==> config.mk <==
export PLATFORM = sky130hd
export DESIGN_NAME = operand_entry
export DESIGN_NICKNAME = d
export VERILOG_FILES = /design/src/rtl/operand_entry.sv
export SDC_FILE = /design/constraint.sdc
export NUM_CORES = 1
export LEC_CHECK = 0
export ABC_AREA = 0
export BUFFER_PORTS_ARGS = -buffer_cell sky130_fd_sc_hd__buf_2
export CAP_MARGIN = 20
export CELL_PAD_IN_SITES_DETAIL_PLACEMENT = 0
export CELL_PAD_IN_SITES_GLOBAL_PLACEMENT = 1
export CORE_MARGIN = 2
export CORE_UTILIZATION = 40
export CTS_CLUSTER_SIZE = 16
export DETAILED_ROUTE_END_ITERATION = 7
export PLACE_DENSITY = 0.69
export SYNTH_ARGS = -nofsm -noshare
export SYNTH_HDL_FRONTEND = slang
export SYNTH_SLANG_ARGS = --single-unit
==> constraint.sdc <==
create_clock -name clk -period 5.38 [get_ports clk]
set_input_delay 0.538 -clock clk [delete_from_list [all_inputs] [get_ports clk]]
set_output_delay 0.538 -clock clk [all_outputs]
set_load 0.01 [all_outputs]
==> src/rtl/operand_entry.sv <==
// Key-entry front end: debounces digit/operator switches, builds decimal operands
// and streams {operand, operator} tokens over a valid/ready handshake.
module operand_entry #(
   parameter int unsigned WIDTH      = 16,
   parameter int unsigned MAX_DIGITS = 4,
   parameter int unsigned DB_CYCLES  = 4
) (
   input  logic                    clk,
   input  logic                    rst,
   input  logic [9:0]              dig_key,
   input  logic [7:0]              op_key,
   output logic                    tok_valid,
   input  logic                    tok_ready,
   output logic                    tok_is_op,
   output logic [WIDTH-1:0]        tok_num,
   output logic [2:0]              tok_op,
   output logic [4*MAX_DIGITS-1:0] entry_bcd,
   output logic [2:0]              entry_cnt,
   output logic                    ovf_pulse,
   output logic                    drop_pulse
);

   localparam int unsigned NK = 18;
   localparam int unsigned CW = $clog2(DB_CYCLES + 1);
   localparam int unsigned MW = WIDTH + 4;
   localparam int unsigned BW = 4 * MAX_DIGITS;

   typedef enum logic [1:0] {IDLE, ENTRY, SEND_NUM, SEND_OP} state_t;

   logic [NK-1:0] key_raw;
   logic [NK-1:0] sync1_q, sync2_q, flt_q, evt_q;
   logic [CW-1:0] db_cnt_q [NK];

   state_t           state_q;
   logic [WIDTH-1:0] value_q;
   logic [BW-1:0]    bcd_q;
   logic [2:0]       cnt_q;
   logic [2:0]       op_lat_q;
   logic             tok_valid_q, tok_is_op_q, ovf_q, drop_q;
   logic [WIDTH-1:0] tok_num_q;
   logic [2:0]       tok_op_q;

   logic       op_evt, dig_evt, xfer;
   logic [2:0] op_idx;
   logic [3:0] dig_idx;

   assign key_raw = {op_key, dig_key};

   // Synchronise, then accept a new level only after DB_CYCLES equal samples.
   always_ff @(posedge clk or posedge rst) begin
      if (rst) begin
         sync1_q <= '0;
         sync2_q <= '0;
         flt_q   <= '0;
         evt_q   <= '0;
         for (int i = 0; i < NK; i++) db_cnt_q[i] <= '0;
      end else begin
         sync1_q <= key_raw;
         sync2_q <= sync1_q;
         for (int i = 0; i < NK; i++) begin
            evt_q[i] <= 1'b0;
            if (sync2_q[i] == flt_q[i]) begin
               db_cnt_q[i] <= '0;
            end else if (db_cnt_q[i] == CW'(DB_CYCLES - 1)) begin
               flt_q[i]    <= sync2_q[i];
               db_cnt_q[i] <= '0;
               evt_q[i]    <= sync2_q[i];
            end else begin
               db_cnt_q[i] <= db_cnt_q[i] + CW'(1);
            end
         end
      end
   end

   // Lowest index wins within each group; operators outrank digits.
   always_comb begin
      op_idx  = '0;
      dig_idx = '0;
      for (int i = 7; i >= 0; i--) if (evt_q[10+i]) op_idx = 3'(i);
      for (int i = 9; i >= 0; i--) if (evt_q[i]) dig_idx = 4'(i);
   end

   assign op_evt  = |evt_q[17:10];
   assign dig_evt = |evt_q[9:0];
   assign xfer    = tok_valid_q & tok_ready;

   always_ff @(posedge clk or posedge rst) begin
      if (rst) begin
         state_q     <= IDLE;
         value_q     <= '0;
         bcd_q       <= '0;
         cnt_q       <= '0;
         op_lat_q    <= '0;
         tok_valid_q <= 1'b0;
         tok_is_op_q <= 1'b0;
         tok_num_q   <= '0;
         tok_op_q    <= '0;
         ovf_q       <= 1'b0;
         drop_q      <= 1'b0;
      end else begin
         ovf_q  <= 1'b0;
         drop_q <= 1'b0;
         case (state_q)
            IDLE, ENTRY: begin
               if (op_evt) begin
                  tok_valid_q <= 1'b1;
                  if (state_q == IDLE) begin
                     tok_is_op_q <= 1'b1;
                     tok_op_q    <= op_idx;
                     state_q     <= SEND_OP;
                  end else begin
                     op_lat_q    <= op_idx;
                     tok_num_q   <= value_q;
                     tok_is_op_q <= 1'b0;
                     state_q     <= SEND_NUM;
                  end
               end else if (dig_evt) begin
                  if (cnt_q < 3'(MAX_DIGITS)) begin
                     value_q <= WIDTH'(MW'(value_q) * MW'(10) + MW'(dig_idx));
                     bcd_q   <= (bcd_q << 4) | BW'(dig_idx);
                     cnt_q   <= cnt_q + 3'd1;
                     state_q <= ENTRY;
                  end else begin
                     ovf_q <= 1'b1;
                  end
               end
            end
            SEND_NUM: begin
               drop_q <= op_evt | dig_evt;
               if (xfer) begin
                  tok_is_op_q <= 1'b1;
                  tok_op_q    <= op_lat_q;
                  value_q     <= '0;
                  bcd_q       <= '0;
                  cnt_q       <= '0;
                  state_q     <= SEND_OP;
               end
            end
            SEND_OP: begin
               drop_q <= op_evt | dig_evt;
               if (xfer) begin
                  tok_valid_q <= 1'b0;
                  state_q     <= IDLE;
               end
            end
            default: state_q <= IDLE;
         endcase
      end
   end

   assign tok_valid  = tok_valid_q;
   assign tok_is_op  = tok_is_op_q;
   assign tok_num    = tok_num_q;
   assign tok_op     = tok_op_q;
   assign entry_bcd  = bcd_q;
   assign entry_cnt  = cnt_q;
   assign ovf_pulse  = ovf_q;
   assign drop_pulse = drop_q;

endmodule

==> run summary, run 1 <==
Met3 Usage GRT = 2.956%
Max Clock Skew = 12.08 ps
Layout cells sized above 1 = 20.16%
CP Class = reg -> reg
Flop and latch count out of synthesis = 188
CTS tree = yes
Gr ovfl total = 0
Largest net degree at the start of global routing = 189
Global route hottest layer = met2
Synthesized cell area = 0.007981 sq mm
VDD IR max = 242.3 uV
Synth top cells by count = dfrtp_1 (188), nand2_1 (50), ha_1 (44), nand3_1 (38), mux2_2 (35)
CP arrival = 3780 ps
Sw Share = 33.29%
Inserted Clock Buffers = 17
Die area = 0.02110 sq mm
Final setup viols = 0
Deepest clock path buffer count = 2
Leakage power = 4.544 nW
Clock transition at the registers of the reported paths = 70 ps
Row count = 51
CTS Sinks = 188
IO Pins = 63
Crit-path most repeated cell = ha_1
Post-synthesis async set-or-reset flop share = 100.0%
CP Launch Type = flip-flop
Unrepaired setup endpoints after global routing = false
Worst Setup EP = value_q[15]$_DFFE_PP0P_
Fmax achieved = 0.2866 GHz
Crit-path max FO = 5
CP max stage cell = nor4_1
Die width = 145.3 um
Routed vias = 4,930
Slowest stage delay, CP = 470 ps
DR DRC count = 0
P_int = 0.003416 W
Slew headroom = 32.50%
Status = completed
Final slew viol count = 0
Met1 usage = 20.19%
Yosys cell types = 58
Clock Tree Root = clkbuf_16
Grt met2 use = 22.99%
Final nets = 783
PortBufs = 62
Top-count cell post-synth = dfrtp_1
Diode count = 0
PostCTS Resize Cnt = 0
Die Y = 145.3 um
Final Power = 0.005121 W
Largest cells by area after synthesis = dfrtp_1 (59%), ha_1 (6.9%), mux2_2 (4.9%), xnor2_1 (3.1%), nor3b_1 (2.9%)
Vias/cell = 4.960
Initial antenna violation count = 0
R2R cell count = 11
Hpwl dp = 10,030 um
Gpl congestion = 0.7958
Final Hold Fails = 0
Syn Nets = 711
Antenna viol nets, final = 0
Clk_lat worst skew = 430 ps
Seq pwr share = 40.9%
Area grow syn2layout = 16.15%
First-pass GRT wire length = 25,080 um
CP Launch Point = value_q[1]$_DFFE_PP0P_
Setup Fix Bufs, Post-CTS = 0
Max-Cap Viols = 0
YS warnings = 0
CTS Hold Bufs = 0
Yosys top cell area share = 58.94%
Crit Reg-Reg Startpoint = value_q[1]$_DFFE_PP0P_
Routed WL = 14,400 um
Main synth FF type = dfrtp_1
Setup TNS = 0 ps
Period utilisation layout = 64.86%
GRT Util Overall = 14.67%
DRT iter0 DRCs = 336
Reg2reg end = value_q[15]$_DFFE_PP0P_
Post-synthesis sequential area ratio = 58.94%
# fillers = 1,819
Clock power share = 26.8%
Worst endpoint required time = 5670 ps
Post-synth top area cell = dfrtp_1
Sw Pwr = 0.001705 W
Worst-Margin Slew = 1013 ps
Syn avg cell area = 12.39 sq um
Depth of the CTS H-tree = 4
First-pass iteration count of the detailed router = 5
Pwr dens = 552.4 mW/mm^2
Critical Path, Cell by Cell = ha_1, ha_1, fa_1, a211oi_2, o2111ai_1, nor4_1, nand4_1, nor3_2, nand3_1, xnor2_1, o21ai_1
Number of global-route vias before repair = 5,067
Crit path time final = 3490 ps
CP Capture Type = flip-flop
Hold Crit Class = in -> reg
Syn Inst Count = 644
Gate power share = 32.4%
Post-synth EDFFs = 0
Core area = 0.01953 sq mm
Initial Util = 40.88%
Routed len/inst = 14.49 um
FF-to-FF setup slack = 1890 ps
[worst max-delay path, delay by kind of cell (launching register included)]
family          cells  cell delay (ps)
compound gates      3              640
xor+xnor            1              170
fa+ha+maj           3              990
flops               1              450
simple gates        4             1100
[flip-flops by register name, summed over array words and instances, names as in the netlist]
name / flops
tok_is_op: 1
flt_q: 18
drop_pulse: 1
sync1_q: 18
entry_cnt: 3
op_lat_q: 3
tok_op: 3
entry_bcd: 15
state_q: 2
tok_num: 16
value_q: 16
tok_valid: 1
evt_q: 18
db_cnt_q: 54
sync2_q: 18
ovf_pulse: 1
[layout make-up]
class,count,area (sq um),share of cell area (%)
Multi-Input combinational cell,433,3171,34.20
Timing Repair Buffer,67,367.9,3.968
Tap cell,265,331.6,3.577
Clock buffer,22,484.2,5.223
Inverter,9,37.54,0.4049
Clock inverter,10,173.9,1.876
Sequential cell,188,4705,50.75
[power by group through the flow]
| stage | clock (W) | sequential (W) | combinational, W |
|---|---|---|---|
| 2_1_floorplan | 0 | 0.00210 | 0.00123 |
| 3_3_place_gp | 0 | 0.00210 | 0.00165 |
| 3_5_place_dp | 0 | 0.00212 | 0.00169 |
| 4_1_cts | 0.00141 | 0.00210 | 0.00169 |
| 5_1_grt | 0.00148 | 0.00215 | 0.00189 |
| 6_report | 0.00137 | 0.00209 | 0.00166 |
[cell families after synthesis]
family | count (synthesis) | synth area share [%]
AND/OR/NAND/NOR | 241 | 17.15
flip-flops | 188 | 58.94
AO/OA/AOI/OAI | 68 | 5.440
adder cells (fa/ha/maj) | 48 | 7.697
XOR/XNOR | 41 | 4.499
multiplexers | 35 | 4.938
buffers and inverters | 23 | 1.332
[metrics by stage]
step                      area [sq um]  hold WS (ps)  util (%)  instances  worst slack [ps]
after floorplan                   7985         331.2         -        644              2315
after global placement            8597         332.8     44.03        961              1973
after detailed placement          8597         335.8     44.03        961              1916
after CTS                         9255         188.2     47.40        993              1894
after global routing              9270         190.2     47.48        994              1654
final                             9270         209.7     47.48        994              1890
[cell usage in the layout (no fill, tap or decap), types with 4 or more instances in the layout]
cell	instances
nor3_1	23
buf_2	62
and3b_1	19
nand3_1	38
o21ai_0	20
mux2_2	35
inv_1	8
xnor2_1	28
clkbuf_8	4
xor2_1	13
nor4_1	4
a21o_1	5
bufinv_16	4
and3_1	4
nor3b_1	31
nor2b_1	27
clkbuf_16	17
nand2_1	50
a21oi_1	17
ha_1	44
nor2_1	26
dfrtp_1	188
[metal layers]
metal | wire length (um) | up-vias
li1 | - | 2412
met1 | 7098 | 2424
met2 | 6690 | 73
met3 | 389 | 21
met4 | 221 | 0
met5 | 0 | -
[worst min path at each step]
| stage | from | end | slack [ps] | cells after the start |
|---|---|---|---|---|
| 3_5_place_dp | sync1_q[16]$_DFF_PP0_ | sync2_q[16]$_DFF_PP0_ | 340 | 0 |
| 4_1_cts | dig_key[4] | sync1_q[4]$_DFF_PP0_ | 190 | 1 |
| 2_1_floorplan | sync1_q[0]$_DFF_PP0_ | sync2_q[0]$_DFF_PP0_ | 330 | 0 |
| 6_report | dig_key[5] | sync1_q[5]$_DFF_PP0_ | 210 | 1 |
| 3_3_place_gp | sync1_q[13]$_DFF_PP0_ | sync2_q[13]$_DFF_PP0_ | 330 | 0 |
| 5_1_grt | dig_key[0] | sync1_q[0]$_DFF_PP0_ | 190 | 1 |
Note: power is estimated with default switching activity, not from simulation.
==> inputs of run 2 (changes only) <==
--- a/config.mk
+++ b/config.mk
@@ -5,7 +5,7 @@
 export SDC_FILE = /design/constraint.sdc
 export NUM_CORES = 1
 export LEC_CHECK = 0
-export ABC_AREA = 0
+export ABC_AREA = 1
 export BUFFER_PORTS_ARGS = -buffer_cell sky130_fd_sc_hd__buf_2
 export CAP_MARGIN = 20
 export CELL_PAD_IN_SITES_DETAIL_PLACEMENT = 0
@@ -14,7 +14,7 @@
 export CORE_UTILIZATION = 40
 export CTS_CLUSTER_SIZE = 16
 export DETAILED_ROUTE_END_ITERATION = 7
-export PLACE_DENSITY = 0.69
+export PLACE_DENSITY = 0.71
 export SYNTH_ARGS = -nofsm -noshare
 export SYNTH_HDL_FRONTEND = slang
 export SYNTH_SLANG_ARGS = --single-unit
==> constraint.sdc (replaced) <==
create_clock -name clk -period 2.85 [get_ports clk]
set_input_delay 0.285 -clock clk [delete_from_list [all_inputs] [get_ports clk]]
set_output_delay 0.285 -clock clk [all_outputs]
set_load 0.01 [all_outputs]
==> run summary, run 2 <==
Post-synthesis sequential area ratio = 58.24% (was 58.94%)
Yosys cell types = 40 (was 58)
Gr ovfl total = 0 (unchanged)
Main synth FF type = dfrtp_1 (unchanged)
Post-synth EDFFs = 0 (unchanged)
Pwr dens = 985.7 mW/mm^2 (was 552.4 mW/mm^2)
Crit-path max FO = 5 (unchanged)
CTS tree = yes (unchanged)
CP Class = reg -> reg (unchanged)
Flop and latch count out of synthesis = 188 (unchanged)
Gate power share = 34.7% (was 32.4%)
YS warnings = 0 (unchanged)
IO Pins = 63 (unchanged)
Hold Crit Class = in -> reg (unchanged)
Yosys top cell area share = 58.24% (was 58.94%)
Setup TNS = 0 ps (unchanged)
Die Y = 146.1 um (was 145.3 um)
Slew headroom = 53.13% (was 32.50%)
Synthesized cell area = 0.008078 sq mm (was 0.007981 sq mm)
DR DRC count = 0 (unchanged)
Clock Tree Root = clkbuf_16 (unchanged)
Routed vias = 5,470 (was 4,930)
Seq pwr share = 41.0% (was 40.9%)
Die width = 146.1 um (was 145.3 um)
Top-count cell post-synth = nand2_1 (was dfrtp_1)
Leakage power = 4.978 nW (was 4.544 nW)
Synth top cells by count = nand2_1 (213), dfrtp_1 (188), inv_1 (112), nor2_1 (61), nor3_1 (45) (was dfrtp_1 (188), nand2_1 (50), ha_1 (44), nand3_1 (38), mux2_2 (35))
Largest net degree at the start of global routing = 83 (was 189)
Max FFs per register = 54 (unchanged)
Initial antenna violation count = 0 (unchanged)
Status = completed (unchanged)
Placed instance area = 0.008717 sq mm (was 0.008597 sq mm)
Layout cells sized above 1 = 13.39% (was 20.16%)
Syn Inst Count = 833 (was 644)
Commonest non-fill, non-tap cell in the layout = nand2_1 (was dfrtp_1)
Diode count = 0 (unchanged)
Unrepaired setup endpoints after global routing = false (unchanged)
Sw Pwr = 0.003558 W (was 0.001705 W)
First-pass GRT wire length = 26,170 um (was 25,080 um)
Syn Nets = 900 (was 711)
Max-Cap Viols = 0 (unchanged)
Depth of the CTS H-tree = 4 (unchanged)
CP arrival = 2910 ps (was 3780 ps)
CP Capture Type = flip-flop (unchanged)
Post-synthesis async set-or-reset flop share = 100.0% (unchanged)
Crit path time final = 2616 ps (was 3490 ps)
Worst endpoint required time = 3150 ps (was 5670 ps)
Clock power share = 24.3% (was 26.8%)
Worst-Margin Slew = 701.6 ps (was 1013 ps)
VDD IR max = 455.7 uV (was 242.3 uV)
CTS Sinks = 188 (unchanged)
Setup Fix Bufs, Post-CTS = 0 (unchanged)
Row count = 51 (unchanged)
Core area = 0.01965 sq mm (was 0.01953 sq mm)
Clk_lat worst skew = 430 ps (about the same)
Final nets = 995 (was 783)
Final WS setup = 234.1 ps (was 1890 ps)
DRT iter0 DRCs = 203 (was 336)
CP Launch Type = flip-flop (unchanged)
Final slew viol count = 0 (unchanged)
Hpwl dp = 11,030 um (was 10,030 um)
Gpl congestion = 0.8026 (was 0.7958)
Worst slack at placement = 208.0 ps (was 1916 ps)
Number of global-route vias before repair = 5,403 (was 5,067)
P_int = 0.005789 W (was 0.003416 W)
PortBufs = 62 (unchanged)
Final Core Density = 48.25% (was 47.48%)
Syn avg cell area = 9.697 sq um (was 12.39 sq um)
Period utilisation layout = 91.79% (was 64.86%)
Routed len/inst = 12.67 um (was 14.49 um)
Largest cells by area after synthesis = dfrtp_1 (58%), nand2_1 (9.9%), ha_1 (6.8%), inv_1 (5.2%), nor2_1 (2.8%) (was dfrtp_1 (59%), ha_1 (6.9%), mux2_2 (4.9%), xnor2_1 (3.1%), nor3b_1 (2.9%))
Area grow syn2layout = 17.39% (was 16.15%)
Initial Util = 41.10% (was 40.88%)
Max Clock Skew = 8.863 ps (was 12.08 ps)
GRT Util Overall = 15.30% (was 14.67%)
Clock transition at the registers of the reported paths = 70 ps (about the same)
Final Hold Fails = 0 (unchanged)
Sw Share = 38.06% (was 33.29%)
# fillers = 1,915 (was 1,819)
Commonest non-fill, non-tap cells in the layout = nand2_1 (213), dfrtp_1 (188), inv_1 (111) (was dfrtp_1 (188), buf_2 (62), nand2_1 (50))
Design Area, Final = 0.009483 sq mm (was 0.009270 sq mm)
Most flops, register = db_cnt_q (unchanged)
First-pass iteration count of the detailed router = 4 (was 5)
Final setup viols = 0 (unchanged)
Vias/cell = 4.536 (was 4.960)
Routed WL = 15,280 um (was 14,400 um)
Inserted Clock Buffers = 17 (unchanged)
Fmax achieved = 0.3823 GHz (was 0.2866 GHz)
Post-synth top area cell = dfrtp_1 (unchanged)
Die area = 0.02135 sq mm (was 0.02110 sq mm)
Antenna viol nets, final = 0 (unchanged)
Deepest clock path buffer count = 2 (unchanged)
==> run 2: cell count changes in the layout (fill, tap and decap cells not counted), sizes merged, moves of 21 or more <==
cell   previous run  this run
inv              12       120
nor3             25        46
nor2b            27         0
nand2            51       220
mux2             35         4
nor3b            31         0
nor2             26        67
==> run 2: repair_timing <==
item,4_1_cts,5_1_grt
setup endpoints to repair,0,1
hold endpoints to repair,33,0
resized for setup,0,1
hold buffers,19,0
==> run 2: path summary, 6_finish.rpt <==
check                                           to  cells past startpoint  slack, ps                   start
hold / removal              state_q[1]$_DFFE_PP0P_                      4        220               tok_ready
hold reg to reg              sync2_q[11]$_DFF_PP0_                      0        350   sync1_q[11]$_DFF_PP0_
setup / recovery           value_q[11]$_DFFE_PP0P_                     13        230  value_q[1]$_DFFE_PP0P_
max in group asynchronous   value_q[9]$_DFFE_PP0P_                      4       1510                     rst
min in group asynchronous     sync2_q[9]$_DFF_PP0_                      3        510                     rst
setup reg to reg           value_q[11]$_DFFE_PP0P_                     13        230  value_q[1]$_DFFE_PP0P_
==> run 2: power groups by stage <==
stage          logic, W  clock network, W  registers (W)
2_1_floorplan   0.00232                 0        0.00390
3_3_place_gp    0.00324                 0        0.00387
3_5_place_dp    0.00322                 0        0.00389
4_1_cts         0.00327           0.00235        0.00384
5_1_grt         0.00378           0.00246        0.00393
6_report        0.00324           0.00227        0.00383
==> run 2: area by class of cell <==
class                      count  area [sq um]  area share [%]
sequential                   188          4705           49.61
multi-input combinational    520          2879           30.36
timing repair buffer          85         555.5           5.858
clock buffer                  19         442.9           4.671
inverter                     116         441.7           4.658
tap                          265         331.6           3.497
clock inverter                13         127.6           1.346
==> run 2: worst max-delay path, stage by stage, from the launching register on <==
cell	delay, ps
dfrtp_1	430
ha_1	310
ha_1	260
fa_1	440
nand2_1	100
nand3_2	100
nand3_1	90
nand2_1	100
nor2_4	130
nand3_4	120
nor2_4	180
nand2_1	60
nand3_1	70
o21ai_0	80
==> run 2: cell families after synthesis <==
family	synth area share (%)
compound gates	5.251
mux	0.5576
fa+ha+maj	7.311
flops	58.24
buf+inv	6.180
simple gates	20.07
xor+xnor	2.385
==> run 2: per-layer routing <==
metal  GRT usage (%)  up-vias  part of all wire, %
met5               0        -                    0
li1                -     2846                    -
met1           20.02     2532                   48
met2           24.86       73                   46
met3           4.344       19                  4.3
met4           4.660        0                  1.4
==> run 2: metrics by stage <==
stage | hold WS, ps | instances | power (W)
6_report | 223.1 | 1206 | 0.009347
4_1_cts | 211.9 | 1206 | 0.009462
3_5_place_dp | 334.7 | 1155 | 0.007111
2_1_floorplan | 316.4 | 833 | 0.006220
3_3_place_gp | 331.6 | 1155 | 0.007115
5_1_grt | 262.9 | 1206 | 0.01017
==> inputs of run 3 (changes only) <==
--- a/config.mk
+++ b/config.mk
@@ -12,6 +12,7 @@
 export CELL_PAD_IN_SITES_GLOBAL_PLACEMENT = 1
 export CORE_MARGIN = 2
 export CORE_UTILIZATION = 40
+export CTS_BUF_LIST = sky130_fd_sc_hd__clkbuf_16
 export CTS_CLUSTER_SIZE = 16
 export DETAILED_ROUTE_END_ITERATION = 7
 export PLACE_DENSITY = 0.71
==> run summary, run 3 (synthesis results as in run 2) <==
Die area = 0.02135 sq mm (unchanged)
Clk_lat worst skew = 430 ps (about the same)
Crit-path max FO = 5 (unchanged)
Initial Util = 41.10% (unchanged)
Placed instance area = 0.008717 sq mm (unchanged)
Final slew viol count = 0 (unchanged)
R2R cell count = 13 (unchanged)
CP Launch Type = flip-flop (unchanged)
Unrepaired setup endpoints after global routing = false (unchanged)
Fmax achieved = 0.3829 GHz (was 0.3823 GHz)
Pwr dens = 983.1 mW/mm^2 (was 985.7 mW/mm^2)
Hpwl dp = 11,030 um (unchanged)
Gr ovfl total = 0 (unchanged)
Max Clock Skew = 9.102 ps (was 8.863 ps)
PortBufs = 62 (unchanged)
Max FFs per register = 54 (unchanged)
Diode count = 0 (unchanged)
IO Pins = 63 (unchanged)
Deepest clock path buffer count = 2 (unchanged)
Crit-path leading delay family = adder cells (unchanged)
Period utilisation layout = 91.63% (was 91.79%)
Gpl congestion = 0.8026 (unchanged)
Setup TNS = 0 ps (unchanged)
Slew headroom = 53.15% (was 53.13%)
Layout cells sized above 1 = 13.28% (was 13.39%)
Setup Fix Bufs, Post-CTS = 0 (unchanged)
Die width = 146.1 um (unchanged)
CP Class = reg -> reg (unchanged)
First-pass GRT wire length = 26,140 um (was 26,170 um)
Seq pwr share = 41.1% (was 41.0%)
Die Y = 146.1 um (unchanged)
Initial antenna violation count = 0 (unchanged)
Commonest non-fill, non-tap cell in the layout = nand2_1 (unchanged)
Leakage power = 4.977 nW (was 4.978 nW)
Depth of the CTS H-tree = 4 (unchanged)
# fillers = 1,916 (was 1,915)
Commonest non-fill, non-tap cells in the layout = nand2_1 (213), dfrtp_1 (188), inv_1 (112) (was nand2_1 (213), dfrtp_1 (188), inv_1 (111))
Design Area, Final = 0.009473 sq mm (was 0.009483 sq mm)
Crit path time final = 2611 ps (was 2616 ps)
Inserted Clock Buffers = 17 (unchanged)
Largest net degree at the start of global routing = 83 (unchanged)
Levels on crit path = 13 (unchanged)
Final setup viols = 0 (unchanged)
Final Hold Fails = 0 (unchanged)
Row count = 51 (unchanged)
Clock power share = 24.1% (was 24.3%)
Area of the multi-input gates = 0.002879 sq mm (unchanged)
Area grow syn2layout = 17.27% (was 17.39%)
Status = completed (unchanged)
DP Cell Count = 1,155 (unchanged)
Worst endpoint required time = 3150 ps (about the same)
Sw Pwr = 0.003554 W (was 0.003558 W)
CTS tree = yes (unchanged)
Final nets = 995 (unchanged)
Seq. cell area = 0.004705 sq mm (unchanged)
Max-Cap Viols = 0 (unchanged)
Hold Crit Class = in -> reg (unchanged)
Hold Worst Slack = 224.2 ps (was 223.1 ps)
Routed WL = 15,280 um (about the same)
CTS Sinks = 188 (unchanged)
Clock transition at the registers of the reported paths = 70 ps (about the same)
GRT Util Overall = 15.29% (was 15.30%)
Number of global-route vias before repair = 5,396 (was 5,403)
WHS Path Cells = 4 (unchanged)
Core area = 0.01965 sq mm (unchanged)
CP max stage cell = fa_1 (unchanged)
Antenna viol nets, final = 0 (unchanged)
CP arrival = 2910 ps (about the same)
Sw Share = 38.16% (was 38.06%)
Most flops, register = db_cnt_q (unchanged)
Gate power share = 34.8% (was 34.7%)
Final Core Density = 48.20% (was 48.25%)
Clock Tree Root = clkbuf_16 (unchanged)
Worst-Margin Slew = 701.3 ps (was 701.6 ps)
WP buf/inv = 0 (unchanged)
Critical Path, Cell by Cell = ha_1, ha_1, fa_1, nand2_1, nand3_2, nand3_1, nand2_1, nor2_4, nand3_4, nor2_4, nand2_1, nand3_1, o21ai_0 (unchanged)
Vias/cell = 4.520 (was 4.536)
DRT iter0 DRCs = 215 (was 203)
P_int = 0.005759 W (was 0.005789 W)
Slowest stage delay, CP = 440 ps (about the same)
First-pass iteration count of the detailed router = 4 (unchanged)
DR DRC count = 0 (unchanged)
Routed len/inst = 12.67 um (about the same)
VDD IR max = 453.9 uV (was 455.7 uV)
CP Capture Type = flip-flop (unchanged)
Crit-path most repeated cell = nand2_1 (unchanged)
Routed vias = 5,451 (was 5,470)
Non-filler cells, final = 1,206 (unchanged)
==> run 3: final cells by class <==
class	count	share of cell area, %
tap	265	3.500
clock inverter	15	1.426
sequential	188	49.66
multi-input combinational	520	30.39
timing repair buffer	85	5.864
clock buffer	17	4.491
inverter	116	4.663
==> run 3: per-layer routing <==
metal | track usage (%) | vias to the layer above | wire [um]
met5 | 0 | - | 0
met4 | 4.660 | 0 | 211
met3 | 4.344 | 20 | 661
met2 | 24.83 | 71 | 7057
met1 | 20.01 | 2517 | 7348
li1 | - | 2843 | -
==> run 3: power groups by stage <==
stage	logic, W	clock network (W)	registers (W)
floorplan	0.00232	0	0.00390
global placement	0.00324	0	0.00387
detailed placement	0.00322	0	0.00389
CTS	0.00327	0.00232	0.00384
global route	0.00378	0.00242	0.00393
finish	0.00324	0.00224	0.00383
==> run 3: final timing paths <==
check / to / from / slack, ps
max in group asynchronous: value_q[9]$_DFFE_PP0P_ / rst / 1500
worst min register to register: sync2_q[11]$_DFF_PP0_ / sync1_q[11]$_DFF_PP0_ / 350
worst min-delay path: state_q[1]$_DFFE_PP0P_ / tok_ready / 220
min in group asynchronous: sync2_q[9]$_DFF_PP0_ / rst / 510
worst max register to register: value_q[11]$_DFFE_PP0P_ / value_q[1]$_DFFE_PP0P_ / 240
worst max-delay path: value_q[11]$_DFFE_PP0P_ / value_q[1]$_DFFE_PP0P_ / 240
==> run 3: tightest hold or removal path: cells and delay by family <==
family,cells,cell delay (ps)
AND/OR/NAND/NOR,3,240
buffers and inverters,1,90
==> run 3: what timing repair did <==
item	in CTS	in global routing
endpoints found under the setup margin	0	1
hold buffers	19	0
endpoints found under the hold margin	33	0
resized for setup	0	1
==> run 3: stage by stage <==
step / worst slack (ps) / power, W
global route: 17.43 / 0.01013
global placement: 247.6 / 0.007115
detailed placement: 208.0 / 0.007111
finish: 238.6 / 0.009312
CTS: 192.0 / 0.009430
floorplan: 144.5 / 0.006220
